===== config.mk =====
export PLATFORM = sky130hd
export DESIGN_NAME = output_token_writer_flat
export DESIGN_NICKNAME = d
export VERILOG_FILES = /design/src/rtl/output_token_writer_if.sv /design/src/rtl/output_token_writer.sv /design/src/flat_wrapper.sv
export SDC_FILE = /design/constraint.sdc
export NUM_CORES = 1
export LEC_CHECK = 0
export ABC_AREA = 1
export CAP_MARGIN = 10
export CORE_MARGIN = 2
export CORE_UTILIZATION = 40
export DETAILED_ROUTE_END_ITERATION = 16
export HOLD_SLACK_MARGIN = 0.12
export PLACE_DENSITY = 0.58
export SYNTH_ARGS = -nofsm -noshare
export SYNTH_HDL_FRONTEND = slang
export SYNTH_SLANG_ARGS = --single-unit

===== constraint.sdc =====
create_clock -name clk -period 3.3 [get_ports clk]
set_input_delay 0.66 -clock clk [delete_from_list [all_inputs] [get_ports clk]]
set_output_delay 0.66 -clock clk [all_outputs]
set_load 0.01 [all_outputs]

===== src/rtl/output_token_writer_if.sv =====
// Token-side and output-FIFO-side signals of the output token writer.
// The writer connects through the slave modport; the mux/FIFO side uses master.
interface output_token_writer_if #(
   parameter int word_size = 16
);
   logic                     out_valid;
   logic [2*word_size-1:0]   output_token;
   logic                     out_full;
   logic                     wr_en;
   logic [2*word_size-1:0]   wr_data;

   modport master (
      output out_valid, output_token, out_full,
      input  wr_en, wr_data
   );

   modport slave (
      input  out_valid, output_token, out_full,
      output wr_en, wr_data
   );
endinterface


===== src/rtl/output_token_writer.sv =====
// Buffers output tokens of one firing and drains them into the output FIFO,
// then pulses done once every token has been written or dropped.
module output_token_writer #(
   parameter int word_size    = 16,
   parameter int buffer_depth = 8,
   parameter int cnt_width    = 8
) (
   input  logic                  clk,
   input  logic                  rst,
   input  logic                  start,
   input  logic [7:0]            instr,
   input  logic [cnt_width-1:0]  num_tokens,
   output_token_writer_if.slave  tok,
   output logic                  busy,
   output logic                  done,
   output logic                  err
);
   localparam int tok_w = 2 * word_size;
   localparam int ptr_w = (buffer_depth > 1) ? $clog2(buffer_depth) : 1;
   localparam int occ_w = ptr_w + 1;
   localparam logic [occ_w-1:0] depth_occ = occ_w'(buffer_depth);

   typedef enum logic [1:0] {
      IDLE    = 2'd0,
      COLLECT = 2'd1,
      FLUSH   = 2'd2,
      DONE    = 2'd3
   } state_t;

   state_t                 state_q, state_d;
   logic [cnt_width-1:0]   rem_in_q, rem_in_d;
   logic [cnt_width-1:0]   rem_out_q, rem_out_d;
   logic [ptr_w-1:0]       wr_ptr_q, wr_ptr_d;
   logic [ptr_w-1:0]       rd_ptr_q, rd_ptr_d;
   logic [occ_w-1:0]       count_q, count_d;
   logic                   err_q, err_d;
   logic [tok_w-1:0]       mem_q [buffer_depth];
   logic [tok_w-1:0]       mem_d [buffer_depth];

   logic                   pop_s;
   logic                   push_s;
   logic                   drop_s;
   logic                   capture_s;
   logic                   proto_err_s;
   logic                   unused_instr_s;

   assign unused_instr_s = ^instr[7:2];

   assign busy        = (state_q != IDLE);
   assign done        = (state_q == DONE);
   assign err         = err_q;
   assign pop_s       = busy & (count_q != {occ_w{1'b0}}) & ~tok.out_full;
   assign tok.wr_en   = pop_s;
   assign tok.wr_data = pop_s ? mem_q[rd_ptr_q] : {tok_w{1'b0}};

   // Next-state computation: capture/drop, drain, counters and FSM transitions.
   always_comb begin
      state_d     = state_q;
      rem_in_d    = rem_in_q;
      rem_out_d   = rem_out_q;
      wr_ptr_d    = wr_ptr_q;
      rd_ptr_d    = rd_ptr_q;
      count_d     = count_q;
      mem_d       = mem_q;
      push_s      = 1'b0;
      drop_s      = 1'b0;
      proto_err_s = 1'b0;

      capture_s = (state_q == COLLECT) & tok.out_valid & (rem_in_q != {cnt_width{1'b0}});

      if (capture_s) begin
         if (count_q == depth_occ) begin
            drop_s = 1'b1;
         end else begin
            push_s = 1'b1;
         end
      end else begin
         proto_err_s = tok.out_valid;
      end

      if (start && (state_q != IDLE)) begin
         proto_err_s = 1'b1;
      end else begin
         proto_err_s = proto_err_s;
      end

      err_d = err_q | proto_err_s | drop_s;

      if (push_s) begin
         mem_d[wr_ptr_q] = tok.output_token;
         wr_ptr_d        = wr_ptr_q + ptr_w'(1);
      end else begin
         wr_ptr_d = wr_ptr_q;
      end

      if (pop_s) begin
         rd_ptr_d = rd_ptr_q + ptr_w'(1);
      end else begin
         rd_ptr_d = rd_ptr_q;
      end

      count_d   = count_q + occ_w'(push_s) - occ_w'(pop_s);
      rem_in_d  = rem_in_q - cnt_width'(push_s | drop_s);
      // A dropped token still counts toward the firing so that it terminates.
      rem_out_d = rem_out_q - cnt_width'(pop_s) - cnt_width'(drop_s);

      case (state_q)
         IDLE: begin
            if (start) begin
               if (instr[1:0] == 2'b11) begin
                  state_d = FLUSH;
               end else if (num_tokens == {cnt_width{1'b0}}) begin
                  state_d = DONE;
               end else begin
                  state_d   = COLLECT;
                  rem_in_d  = num_tokens;
                  rem_out_d = num_tokens;
               end
            end else begin
               state_d = IDLE;
            end
         end
         COLLECT: begin
            if (rem_out_d == {cnt_width{1'b0}}) begin
               state_d = DONE;
            end else begin
               state_d = COLLECT;
            end
         end
         FLUSH: begin
            state_d  = DONE;
            wr_ptr_d = {ptr_w{1'b0}};
            rd_ptr_d = {ptr_w{1'b0}};
            count_d  = {occ_w{1'b0}};
         end
         DONE: begin
            state_d = IDLE;
         end
         default: begin
            state_d = IDLE;
         end
      endcase
   end

   // State register; asynchronous reset discards any buffered tokens.
   always_ff @(posedge clk or negedge rst) begin
      if (!rst) begin
         state_q   <= IDLE;
         rem_in_q  <= {cnt_width{1'b0}};
         rem_out_q <= {cnt_width{1'b0}};
         wr_ptr_q  <= {ptr_w{1'b0}};
         rd_ptr_q  <= {ptr_w{1'b0}};
         count_q   <= {occ_w{1'b0}};
         err_q     <= 1'b0;
         mem_q     <= '{default: {tok_w{1'b0}}};
      end else begin
         state_q   <= state_d;
         rem_in_q  <= rem_in_d;
         rem_out_q <= rem_out_d;
         wr_ptr_q  <= wr_ptr_d;
         rd_ptr_q  <= rd_ptr_d;
         count_q   <= count_d;
         err_q     <= err_d;
         mem_q     <= mem_d;
      end
   end
endmodule

===== src/flat_wrapper.sv =====
// flat-port wrapper written by rule: the top's interface ports become plain ports
module output_token_writer_flat 
#(
   parameter int word_size    = 16,
   parameter int buffer_depth = 8,
   parameter int cnt_width    = 8
)
  (clk, rst, start, instr, num_tokens, busy, done, err, tok_out_valid, tok_output_token, tok_out_full, tok_wr_en, tok_wr_data);
  output_token_writer_if #(.word_size(word_size)) tok_i ();
  input  logic clk;
  input  logic rst;
  input  logic start;
  input  logic [7:0] instr;
  input  logic [cnt_width-1:0] num_tokens;
  output logic busy;
  output logic done;
  output logic err;
  input wire logic [$bits(tok_i.out_valid)-1:0] tok_out_valid;
  input wire logic [$bits(tok_i.output_token)-1:0] tok_output_token;
  input wire logic [$bits(tok_i.out_full)-1:0] tok_out_full;
  output wire logic [$bits(tok_i.wr_en)-1:0] tok_wr_en;
  output wire logic [$bits(tok_i.wr_data)-1:0] tok_wr_data;
  assign tok_i.out_valid = tok_out_valid;
  assign tok_i.output_token = tok_output_token;
  assign tok_i.out_full = tok_out_full;
  assign tok_wr_en = tok_i.wr_en;
  assign tok_wr_data = tok_i.wr_data;
  output_token_writer #(.word_size(word_size), .buffer_depth(buffer_depth), .cnt_width(cnt_width)) u_core (.clk(clk), .rst(rst), .start(start), .instr(instr), .num_tokens(num_tokens), .tok(tok_i), .busy(busy), .done(done), .err(err));
endmodule

==> impl_metrics.env <==
export IMPL_n_antenna_cell=0
export IMPL_grt_pass1_wl_mm=58.6
export IMPL_swShare=0.369
export IMPL_htreeDepth=2
export IMPL_finalCritPeriodShare=0.951
export IMPL_path_clk_slew_ns=0.06
export IMPL_ctsRootBufferMaster="clkbuf_16"
export IMPL_synth_most_common_cell="nand2_1"
export IMPL_critical_path_max_stage_delay_ns=0.53
export IMPL_cp_start_kind="register"
export IMPL_syn_cell_area_mm2=0.0136
export IMPL_num_rows=67
export IMPL_die_h_um=188
export IMPL_wl_mm=35.5
export IMPL_yosysSeqAreaShare=0.524
export IMPL_cp_slowest_cell="clkdlybuf4s50_1"
export IMPL_cts_made_buffers=34
export IMPL_worstReg2RegStart="u_core.state_q[0]"
export IMPL_syn_mean_instance_area_um2=8.50
export IMPL_slew_headroom=0.405
export IMPL_ys_warn_count=0
export IMPL_path_cells="inv_1, ha_1, nor2_2, nand2_1, inv_2, buf_12, buf_12, nand2_1, nor2_1, clkdlybuf4s50_1"
export IMPL_io_buffers=82
export IMPL_setup_viol=0
export IMPL_crit_type="register to output pin"
export IMPL_final_seq_area_mm2=0.00714
export IMPL_worstPathRequired_ns=2.64
export IMPL_synth_top_area_share=0.524
export IMPL_endpoint_kind="output pin"
export IMPL_cp_max_fo=10
export IMPL_grt_pass1_vias=10900
export IMPL_drt_iter0_drc=863
export IMPL_seqPwrFrac=0.356
export IMPL_finalPower_mw=16.0
export IMPL_drc=0
export IMPL_nFillCells=3225
export IMPL_area_delta_synth_final_pct=20.0
export IMPL_fp_coreArea_mm2=0.0335
export IMPL_dpl_hpwl_mm=20.4
export IMPL_netlist_top_cells_count="nand2_1, dfrtp_1, nor2_1, o21ai_0, o21ai_1"
export IMPL_outcome="complete, no violations"
export IMPL_clk_latency_ns=0.50
export IMPL_p_comb_frac=0.391
export IMPL_multi_input_area_mm2=0.00546
export IMPL_rr_endpoint="u_core.state_q[1]"
export IMPL_maxCapViolations=0
export IMPL_cts_sinks=285
export IMPL_worst_slew_pin_slew_ns=0.892
export IMPL_ant_nets=0
export IMPL_skew_ns=0.0123
export IMPL_cts_hold_buf=0
export IMPL_cp_arrival_ns=2.48
export IMPL_grtUsageTotal=0.204
export IMPL_synth_cell_types=32
export IMPL_cts_tree="built"
export IMPL_path_buf_inv=5
export IMPL_r2r_cells=20
export IMPL_r2r_slack_ns=0.36
export IMPL_antenna_found_initial=0
export IMPL_drive_gt1_frac=0.0920
export IMPL_die_area_mm2=0.0355
export IMPL_dieWidth_um=188
export IMPL_p_leak_nw=7.95
export IMPL_nets=1743
export IMPL_intPower_mw=10.1
export IMPL_ys_async_sr_fraction=1.00
export IMPL_gp_congestion=0.768
export IMPL_hold_path_class="input pin to asynchronous set/reset pin"
export IMPL_clock_path_buffers=3
export IMPL_critical_path_top_delay_family="buffers and inverters"
export IMPL_gr_total_overflow=0
export IMPL_syn_num_nets=1674
export IMPL_p_sw_mw=5.90
export IMPL_yosysTopAreaCell="dfrtp_1"
export IMPL_wl_per_cell_um=16.6
export IMPL_ys_ff_latch=285
export IMPL_vdd_ir_drop_max_v=0.000409
export IMPL_final_hold_viol_count=0
export IMPL_maxSlewViolCount=0
export IMPL_syn_inst=1602
export IMPL_grt_max_degree=76
export IMPL_viasPerCell=5.17
export IMPL_fmax_mhz=318
export IMPL_first_pass_iters=5
export IMPL_yosys_top_cells_area="dfrtp_1, nand2_1, o21ai_0"
export IMPL_synth_ff_type="dfrtp_1"
export IMPL_p_clk_frac=0.253
export IMPL_rsz0062_at_grt="no"
export IMPL_layout_min_cycle_time_ns=3.14
export IMPL_start_util=0.406
export IMPL_post_route_util=0.487
export IMPL_num_vias=11100
export IMPL_p_per_area_mw_per_mm2=978
export IMPL_io_pins=89
export IMPL_synth_edf_count=0
-- area by class of cell --
class / count / area share
timing repair inverter: 1 / 0.000536
timing repair buffer: 137 / 0.0988
tap: 448 / 0.0343
clock buffer: 52 / 0.0644
clock inverter: 9 / 0.0106
sequential: 285 / 0.437
multi-input combinational: 1128 / 0.334
inverter: 84 / 0.0201
-- worst reg2reg max path: cells and delay by family, from the launching register on --
kind	cells	cell delay (ns)
fa+ha+maj	4	1.11
buf+inv	4	0.33
flops	1	0.39
simple gates	12	1.04
-- state kept, by name, indices dropped and copies added (netlist names) --
signal,count
u_core.count_q,4
u_core.err,1
u_core.mem_q,256
u_core.rd_ptr_q,3
u_core.rem_in_q,8
u_core.rem_out_q,8
u_core.state_q,2
u_core.wr_ptr_q,3
-- cell usage in the layout (no fill, tap or decap), types with 32 or more instances in the layout --
master           synthesis  final
clkdlybuf4s50_1          0     55
inv_1                   83     80
o221ai_1                32     32
buf_4                    3     32
nand2_1                327    327
o21ai_1                166    166
o21ai_0                209    209
dfrtp_1                285    282
clkbuf_16                0     38
a21oi_1                 39     39
nor2_1                 255    250
-- what timing repair did --
item | 4_1_cts | 5_1_grt
hold endpoints to repair | 0 | 0
cloned | 2 | 2
setup buffers | 7 | 2
resized for setup | 15 | 31
endpoints found under the setup margin | 31 | 30
pin swaps | 1 | 0
-- through the flow --
stage / hold slack [ns] / setup WS [ns] / area, um^2 / TNS, ns / cells
finish: 0.151 / 0.160 / 16300 / 0 / 2144
global route: 0.197 / 0.00145 / 16300 / 0 / 2144
CTS: 0.172 / 0.0102 / 16200 / 0 / 2140
detailed placement: 0.463 / -0.0169 / 14800 / -0.0169 / 2070
global placement: 0.459 / -0.00536 / 14800 / -0.00536 / 2070
floorplan: 0.364 / 0.145 / 13600 / 0 / 1602
-- worst max path at each step --
stage	cells after the start	slack [ns]	from	endpoint
final	10	0.16	u_core.state_q[0]	tok_wr_data[11]
after global routing	10	0.001	u_core.state_q[0]	tok_wr_data[11]
after CTS	10	0.01	u_core.state_q[0]	tok_wr_data[15]
after detailed placement	19	-0.02	tok_out_valid	u_core.state_q[1]
after global placement	19	-0.005	tok_out_valid	u_core.state_q[1]
after floorplan	18	0.15	tok_out_full	u_core.state_q[1]
-- power groups by stage --
stage | Sequential [mW] | Clock (mW) | Combinational [mW]
after global routing | 5.85 | 4.29 | 7.16
after global placement | 5.72 | 0 | 5.78
after floorplan | 5.47 | 0 | 4.20
final | 5.68 | 4.05 | 6.25
after CTS | 5.67 | 4.14 | 6.24
after detailed placement | 5.75 | 0 | 5.89
-- cell families (layout without fill, tap and decap cells) --
| kind of cell | count (synthesis) | count (layout) | share of synthesized area |
|---|---|---|---|
| xor+xnor | 9 | 9 | 0.00579 |
| compound gates | 484 | 484 | 0.196 |
| buf+inv | 189 | 283 | 0.0763 |
| flops | 285 | 285 | 0.524 |
| simple gates | 616 | 616 | 0.180 |
| fa+ha+maj | 19 | 19 | 0.0186 |
-- layer usage --
layer | up-vias | routed length [um] | track usage
met5 | - | 0 | 0
met1 | 5310 | 16400 | 0.285
met4 | 0 | 661 | 0.0538
met3 | 44 | 1700 | 0.0276
li1 | 5469 | - | -
met2 | 269 | 16700 | 0.337
No activity file was read; power rests on OpenSTA's default activity.
